===== config.mk =====
export PLATFORM = sky130hd
export DESIGN_NAME = seg_scan_mux
export DESIGN_NICKNAME = d
export VERILOG_FILES = /design/src/rtl/seg_scan_mux.sv
export SDC_FILE = /design/constraint.sdc
export NUM_CORES = 1
export LEC_CHECK = 0
export BUFFER_PORTS_ARGS = -buffer_cell sky130_fd_sc_hd__buf_2
export CELL_PAD_IN_SITES_DETAIL_PLACEMENT = 2
export CELL_PAD_IN_SITES_GLOBAL_PLACEMENT = 2
export CORE_MARGIN = 4
export CORE_UTILIZATION = 39
export CTS_BUF_LIST = sky130_fd_sc_hd__clkbuf_16
export DETAILED_ROUTE_END_ITERATION = 8
export GPL_TIMING_DRIVEN = 1
export PLACE_DENSITY = 0.9
export SYNTH_ARGS = -nofsm -noshare
export SYNTH_HDL_FRONTEND = slang
export SYNTH_SLANG_ARGS = --single-unit
export TNS_END_PERCENT = 30

===== constraint.sdc =====
create_clock -name clk -period 7.5 [get_ports clk]
set_clock_uncertainty 0.1 [all_clocks]
set_input_delay 0.75 -clock clk [delete_from_list [all_inputs] [get_ports clk]]
set_output_delay 0.75 -clock clk [all_outputs]
set_load 0.02 [all_outputs]

===== src/rtl/seg_scan_mux.sv =====
// Time-multiplexed 7-segment scanner: one digit lit per slot, PWM brightness,
// guard ticks at slot start, frame-synchronous shadowing of data/mask and
// selectable output polarity.
module seg_scan_mux #(
  parameter int unsigned N_DIGITS    = 6,
  parameter int unsigned SEG_W       = 8,
  parameter int unsigned BRIGHT_W    = 4,
  parameter int unsigned GUARD       = 1,
  parameter int unsigned COM_ACT_LOW = 0,
  parameter int unsigned SEG_ACT_LOW = 0
) (
  input  logic                          clk,
  input  logic                          rst,
  input  logic                          en,
  input  logic [N_DIGITS*SEG_W-1:0]     seg_array,
  input  logic [N_DIGITS-1:0]           blank_mask,
  input  logic [BRIGHT_W-1:0]           brightness,
  output logic [SEG_W-1:0]              seg_data,
  output logic [N_DIGITS-1:0]           seg_com,
  output logic [$clog2(N_DIGITS)-1:0]   digit_idx,
  output logic                          frame_start
);

  localparam int unsigned IDX_W = $clog2(N_DIGITS);
  localparam logic [BRIGHT_W-1:0] PH_MAX   = '1;
  localparam logic [IDX_W-1:0]    DIG_LAST = IDX_W'(N_DIGITS - 1);
  localparam logic [BRIGHT_W:0]   GUARD_X  = (BRIGHT_W + 1)'(GUARD);
  localparam logic [N_DIGITS-1:0] COM_OFF  = (COM_ACT_LOW != 0) ? '1 : '0;
  localparam logic [SEG_W-1:0]    SEG_OFF  = (SEG_ACT_LOW != 0) ? '1 : '0;

  logic [BRIGHT_W-1:0]       r_phase;
  logic [IDX_W-1:0]          r_digit;
  logic [N_DIGITS*SEG_W-1:0] r_shadow_arr;
  logic [N_DIGITS-1:0]       r_shadow_mask;
  logic [SEG_W-1:0]          r_seg_data;
  logic [N_DIGITS-1:0]       r_seg_com;
  logic                      r_frame_start;

  logic [BRIGHT_W-1:0]       w_phase_nxt;
  logic [IDX_W-1:0]          w_digit_nxt;
  logic                      w_frame_end;
  logic [N_DIGITS*SEG_W-1:0] w_arr_nxt;
  logic [N_DIGITS-1:0]       w_mask_nxt;
  logic [BRIGHT_W:0]         w_ph_x;
  logic                      w_lit;
  logic [N_DIGITS-1:0]       w_onehot;
  logic [SEG_W-1:0]          w_seg_sel;
  logic [N_DIGITS-1:0]       w_com_nxt;
  logic [SEG_W-1:0]          w_data_nxt;

  // Next scan position and frame-end shadow capture
  always_comb begin
    w_phase_nxt = r_phase;
    w_digit_nxt = r_digit;
    w_frame_end = 1'b0;
    w_arr_nxt   = r_shadow_arr;
    w_mask_nxt  = r_shadow_mask;
    if (en) begin
      w_phase_nxt = r_phase + 1'b1;
      if (r_phase == PH_MAX) begin
        if (r_digit == DIG_LAST) begin
          w_digit_nxt = '0;
          w_frame_end = 1'b1;
          w_arr_nxt   = seg_array;
          w_mask_nxt  = blank_mask;
        end else begin
          w_digit_nxt = r_digit + 1'b1;
        end
      end
    end
  end

  // Lit decision and pin values for the state after the edge; uses the
  // freshly captured shadow so a new frame shows new data from slot 0
  always_comb begin
    w_ph_x     = {1'b0, w_phase_nxt};
    w_lit      = (brightness != '0) && (w_ph_x >= GUARD_X) &&
                 ((w_ph_x - GUARD_X) < {1'b0, brightness}) &&
                 !w_mask_nxt[w_digit_nxt];
    w_onehot   = N_DIGITS'(1) << w_digit_nxt;
    w_seg_sel  = w_arr_nxt[w_digit_nxt * SEG_W +: SEG_W];
    w_com_nxt  = COM_OFF;
    w_data_nxt = SEG_OFF;
    if (w_lit) begin
      w_com_nxt  = w_onehot ^ COM_OFF;
      w_data_nxt = w_seg_sel ^ SEG_OFF;
    end
  end

  // Scan position registers advance only on scan ticks
  always_ff @(posedge clk or posedge rst) begin
    if (rst) begin
      r_phase <= '0;
      r_digit <= '0;
    end else if (en) begin
      r_phase <= w_phase_nxt;
      r_digit <= w_digit_nxt;
    end
  end

  // Shadow copy of display data and blank mask, refreshed at frame end
  always_ff @(posedge clk or posedge rst) begin
    if (rst) begin
      r_shadow_arr  <= '0;
      r_shadow_mask <= '0;
    end else if (w_frame_end) begin
      r_shadow_arr  <= w_arr_nxt;
      r_shadow_mask <= w_mask_nxt;
    end
  end

  // Pin registers: segments and commons change together on the same edge
  always_ff @(posedge clk or posedge rst) begin
    if (rst) begin
      r_seg_com  <= COM_OFF;
      r_seg_data <= SEG_OFF;
    end else if (en) begin
      r_seg_com  <= w_com_nxt;
      r_seg_data <= w_data_nxt;
    end
  end

  // One-clock frame start pulse
  always_ff @(posedge clk or posedge rst) begin
    if (rst) begin
      r_frame_start <= 1'b0;
    end else begin
      r_frame_start <= w_frame_end;
    end
  end

  assign seg_data    = r_seg_data;
  assign seg_com     = r_seg_com;
  assign digit_idx   = r_digit;
  assign frame_start = r_frame_start;

endmodule


==> reports/results.ini, run 1 <==
[run_status]
status = finished, final reports clean

[logic_synthesis]
ys_ff_latch = 76
synth_nets = 388
ys_top_cells_by_area = dfrtp_1, mux2_2, mux2_1
muxShareOfSynthArea_pct = 17.9
synth_top_area_cell = dfrtp_1
netlist_area_sq_um = 3950
post-synth-top-count-cell = dfrtp_1
synth-adder-area-share_pct = 1.90
yosys.area_share.simple_pct = 5.42
synth.avg_cell_area_sq_um = 12.3
synth-edff-count = 0
synth_compound_area_share_pct = 19.5
ys_warn_count = 0
syn_inst = 321
async_flop_share_pct = 100
synth_top_family_by_area = compound AO/OA/AOI/OAI gates
yosysTopAreaCellShare_pct = 48.2
synthFlopType = dfrtp_1
ys_types = 51
synth_common_cells = dfrtp_1, mux2_2, mux2_1
synth_xor_area_share_pct = 2.03
synth-seq-area-share_pct = 48.2

[die]
io-pin-count = 79
core_area_sq_um = 9820
start_util_pct = 40.2
die_h_um = 109
num_rows = 36
die_x_um = 109
die_area_sq_um = 11800

[clock_network]
post-cts-setup-buffer-count = 0
cts_resized = 0
htreeDepth = 3
cts_hold_buf = 0
path_clk_slew_ps = 60
ctsLongestPathBuffers = 2
cts_tree = yes
numCtsBuffers = 9
root_buffer = clkbuf_16
clk-insertion-delay-late_ps = 340
clock_sinks = 76

[setup_path]
path_class = flip-flop to flip-flop
path_delay_family = simple AND/OR/NAND/NOR gates
worstSetupStartpoint = r_phase[0]
crit_slowest_cell = nor2_4
crit_path_max_fanout = 35
max_stage_delay_ps = 640
crit_top_cell = buf_4
critPathBufInv = 2
required_ps = 7610
endpoint_kind = flip-flop
cp-start-kind = flip-flop
worst_ep_arrival_time_ps = 3490
crit_chain = ha_1 > and4_1 > buf_4 > nand2_2 > nor2_4 > buf_4 > mux2_1
regToRegStartpoint = r_phase[0]

[sta]
slew_headroom_pct = 35.1
worst_pin_slew_ps = 973
setup_violations = 0
fmax_ghz = 0.296
final.setup.tns_ps = 0
hold_violations = 0
finalMaxSlewViolations = 0
finalCritPeriodShare_pct = 45.1
rsz0062_at_grt = false
period_minus_slack_ps = 3380
timing.hold.ws_ps = 385

[grt]
grt_overflow_total = 0
grt_max_degree = 77
grt_antenna_before_repair = 1
grt_pass1_wl_um = 18900
grt_util_all_layers_pct = 21.2
grt_pass1_vias = 3379

[detailed_routing]
viasPerCell = 5.61
first_pass_iters = 4
finalWirelength_um = 11800
vias = 2977
ant_nets = 0
post_drt_wl_per_cell_um = 22.3
drc = 0
drt_iter0_markers = 96

[cells_and_area]
final_layout_size_suffix_gt1_share_pct = 37.1
fin_nets = 458
areaGrowthSynthToFinish_pct = 19.1
nFillCells = 1015
post-route-util_pct = 47.9

[min_path]
hp-class = flip-flop to flip-flop
hold_start = r_shadow_arr[30]

[placed_design]
io_buffers = 78
place_congestion = 0.736
hpwlAfterDp_um = 8180

[power_and_ir_drop]
power_mw = 1.61
ir_worst_vdd_mv = 0.137
p_leak_nw = 2.29
pwr_density_cell_nw_per_um2 = 342

[job]
max_cap_viol_count = 0

[path summary, 6_finish.rpt]
| kind | end | slack [ps] | depth (start not counted) |
|---|---|---|---|
| worst max register to register | r_shadow_arr[33] | 4120 | 7 |
| max in group asynchronous | r_phase[0] | 6060 | 3 |
| worst min register to register | r_shadow_arr[30] | 380 | 1 |
| worst max-delay path | r_shadow_arr[33] | 4120 | 7 |
| worst min-delay path | r_shadow_arr[30] | 380 | 1 |
| min in group asynchronous | r_shadow_mask[0] | 600 | 3 |
[area by class of cell]
type                            count  area [sq um]  area share, %
Sequential cell                    76          1900           40.5
Multi-Input combinational cell    207          1850           39.4
Timing Repair Buffer               83           428           9.10
Clock buffer                        9           225           4.79
Tap cell                          133           166           3.54
Clock inverter                      7          67.6           1.44
Inverter                           14          52.6           1.12
Antenna cell                        2          5.00          0.106
[per-layer routing]
metal  wire length (um)  vias up  track usage [%]
li1                   -     1367                -
met1               4940     1514             26.3
met2               6160       75             36.6
met3                485       21             4.90
met4                223        0             6.58
met5                  0        -                0
[stage by stage]
stage | instance area, sq um | cells | worst slack [ps]
after CTS | 4700 | 529 | 4120
after detailed placement | 4400 | 513 | 3880
after floorplan | 3950 | 321 | 4550
after global placement | 4400 | 513 | 4060
after global routing | 4700 | 530 | 3850
final | 4700 | 531 | 4120
[state kept, by name, summed over array words and instances, names as in the netlist]
signal	count
r_shadow_arr	48
r_shadow_mask	6
digit_idx	3
r_phase	4
seg_data	8
frame_start	1
seg_com	6
[kinds of logic (layout without fill, tap and decap cells)]
logic type                 Yosys count  count (layout)
AOI/OAI and AO/OA                   88              88
xor gates and xnor gates             7               7
adders and majority gates            6               6
buffers and inverters               38             113
DFF                                 76              76
muxes                               64              64
other                                0               2
and+or+nand+nor                     42              42
[placed cells by master, fill, tap and decap left out, types with 3 or more instances in the layout]
cell type  synthesis  routed
a22o_1            14      14
nand4_1            3       3
nor2_1             9       8
buf_4              2       5
o221ai_1          11      11
o211ai_1           9       9
mux2_2            29      29
clkbuf_16          0       9
a221oi_1           8       8
inv_1             11      10
o221ai_2           5       5
a2bb2oi_1          8       8
xnor2_1            4       4
nor3_1             3       3
ha_1               6       6
nand3_1            3       3
o21ai_0            4       4
inv_2              3       4
mux2i_1           10      10
buf_2             15      78
a21oi_1            8       8
nand2_1           12      12
dfrtp_1           76      76
mux2_1            25      25
a211oi_1           7       7
[where the power goes]
group          leakage, nW  switching, mW  total [mW]  internal [mW]
Clock                0.139          0.178       0.433          0.256
Sequential            1.03         0.0478       0.499          0.451
Combinational         1.12          0.424       0.673          0.249
(Power assumes the default switching activity.)
==> run 2, diff against run 1 <==
Settings changed: CORE_UTILIZATION 39 to 33, PLACE_DENSITY 0.9 to 0.82.
Clock period 7.5 ns to 2.9 ns, I/O delays scaled along.
==> reports/results.ini, run 2 (synthesized netlist as in run 1, its figures left out) <==
[detailed_routing]
viasPerCell = 5.38
drt_iter0_markers = 169
post_drt_wl_per_cell_um = 19.8
vias = 2932
finalWirelength_um = 10800
drc = 0
first_pass_iters = 4
ant_nets = 0

[grt]
grt_max_degree = 42
grt_antenna_before_repair = 0
grt_pass1_vias = 3460
grt_pass1_wl_um = 18100
grt_overflow_total = 0
grt_util_all_layers_pct = 16.4

[sta]
rsz0062_at_grt = false
finalMaxSlewViolations = 0
worst_pin_slew_ps = 819
setup_ws_ps = 232
final.setup.tns_ps = 0
slew_headroom_pct = 45.3
finalCritPeriodShare_pct = 92.0
fmax_ghz = 0.375
setup_violations = 0
period_minus_slack_ps = 2670
hold_violations = 0

[die]
io-pin-count = 79
core_area_sq_um = 11600
start_util_pct = 34.1
die_x_um = 117
die_area_sq_um = 13800
die_h_um = 117
num_rows = 39

[setup_path]
required_ps = 3080
cp-start-kind = flip-flop
max_stage_delay_ps = 430
crit_path_max_fanout = 7
crit_slowest_cell = dfrtp_1
path_class = flip-flop to flip-flop
critPathBufInv = 2
worst_ep_arrival_time_ps = 2850
crit_chain = ha_2 > mux2i_2 > buf_4 > ha_1 > xor2_1 > ha_1 > nand2_1 > nor2_1 > a2111oi_4 > buf_4 > a22o_1
endpoint_kind = flip-flop
path_delay_family = adder cells

[clock_network]
clock_sinks = 76
root_buffer = clkbuf_16
numCtsBuffers = 9
htreeDepth = 3
ctsLongestPathBuffers = 2
post-cts-setup-buffer-count = 0
cts_tree = yes
path_clk_slew_ps = 60
clk-insertion-delay-late_ps = 340
cts_hold_buf = 0

[cells_and_area]
layout_commonest_cell = buf_2
layoutNonFillerInstCount = 545
areaGrowthSynthToFinish_pct = 21.8
regArea_sq_um = 1900
final_area_sq_um = 4810
insertedDiodeCount = 0
multi_input_area_sq_um = 1870
largest-register = r_shadow_arr
mostFrequentLayoutCells = buf_2, dfrtp_1, mux2_2
largest_reg_flops = 48
final_layout_size_suffix_gt1_share_pct = 38.8
nFillCells = 1170
fin_nets = 465

[placed_design]
dp.cells = 529
io_buffers = 78
hpwlAfterDp_um = 8010
place_congestion = 0.730
dpl_worst_slack_ps = 65.7
dpl_cell_area_sq_um = 4500

[power_and_ir_drop]
power_mw = 4.20
p_leak_nw = 2.34
pwr_density_cell_nw_per_um2 = 874
ir_worst_vdd_mv = 0.245

[min_path]
hp-class = primary input to async pin

[job]
max_cap_viol_count = 0

[run_status]
status = finished, final reports clean

run 2: cell count changes in the layout (fill, tap and decap cells not counted), sizes merged:
cell and change:
diode -2, clkinv -2, buf +7, inv +1
run 2: per-layer routing:
metal / wire, um / vias up / global-route usage [%] / part of all wire, %
met5: 0 / - / 0 / 0
met4: 184 / 0 / 6.23 / 1.7
met3: 423 / 13 / 4.14 / 3.9
met2: 5220 / 60 / 26.8 / 48
met1: 4990 / 1486 / 21.0 / 46
li1: - / 1373 / - / -
run 2: through the flow:
| stage | utilization, % | hold slack [ps] |
|---|---|---|
| CTS | 41.3 | 30.2 |
| detailed placement | 38.9 | 380 |
| finish | 41.6 | 10.2 |
| floorplan | - | 307 |
| global route | 41.6 | 56.8 |
| global placement | 38.9 | 367 |
run 2: final timing paths:
check                            startpoint               end  slack, ps  cells after the start
setup / recovery                 r_phase[1]       seg_data[2]        230                     11
hold / removal                          rst  r_shadow_mask[2]         10                      2
min in group clk              seg_array[30]  r_shadow_arr[30]         60                      2
hold reg to reg            r_shadow_arr[30]  r_shadow_arr[30]        390                      1
setup reg to reg                 r_phase[1]       seg_data[2]        230                     11
max in group asynchronous               rst   r_shadow_arr[2]       1990                      3
run 2: repair_timing:
action                                  CTS  global route
hold endpoints to repair                  0             0
endpoints found under the setup margin    0            14
gates resized for setup                   0             7
run 2: where the power goes:
group / total, mW / switching (mW) / internal [mW] / leakage [nW]
Combinational: 1.81 / 1.05 / 0.760 / 1.17
Sequential: 1.31 / 0.140 / 1.17 / 1.03
Clock: 1.09 / 0.434 / 0.653 / 0.136
Total: 4.20 / 1.62 / 2.58 / 2.34
run 2: layout make-up:
cell class / count / share of cell area, %
flip-flops and latches: 76 / 39.6
multi-input cells: 207 / 38.9
repair buffers: 90 / 10.9
clock buffers: 9 / 4.69
well taps: 143 / 3.72
clock inverters: 6 / 1.20
inverters: 14 / 1.09
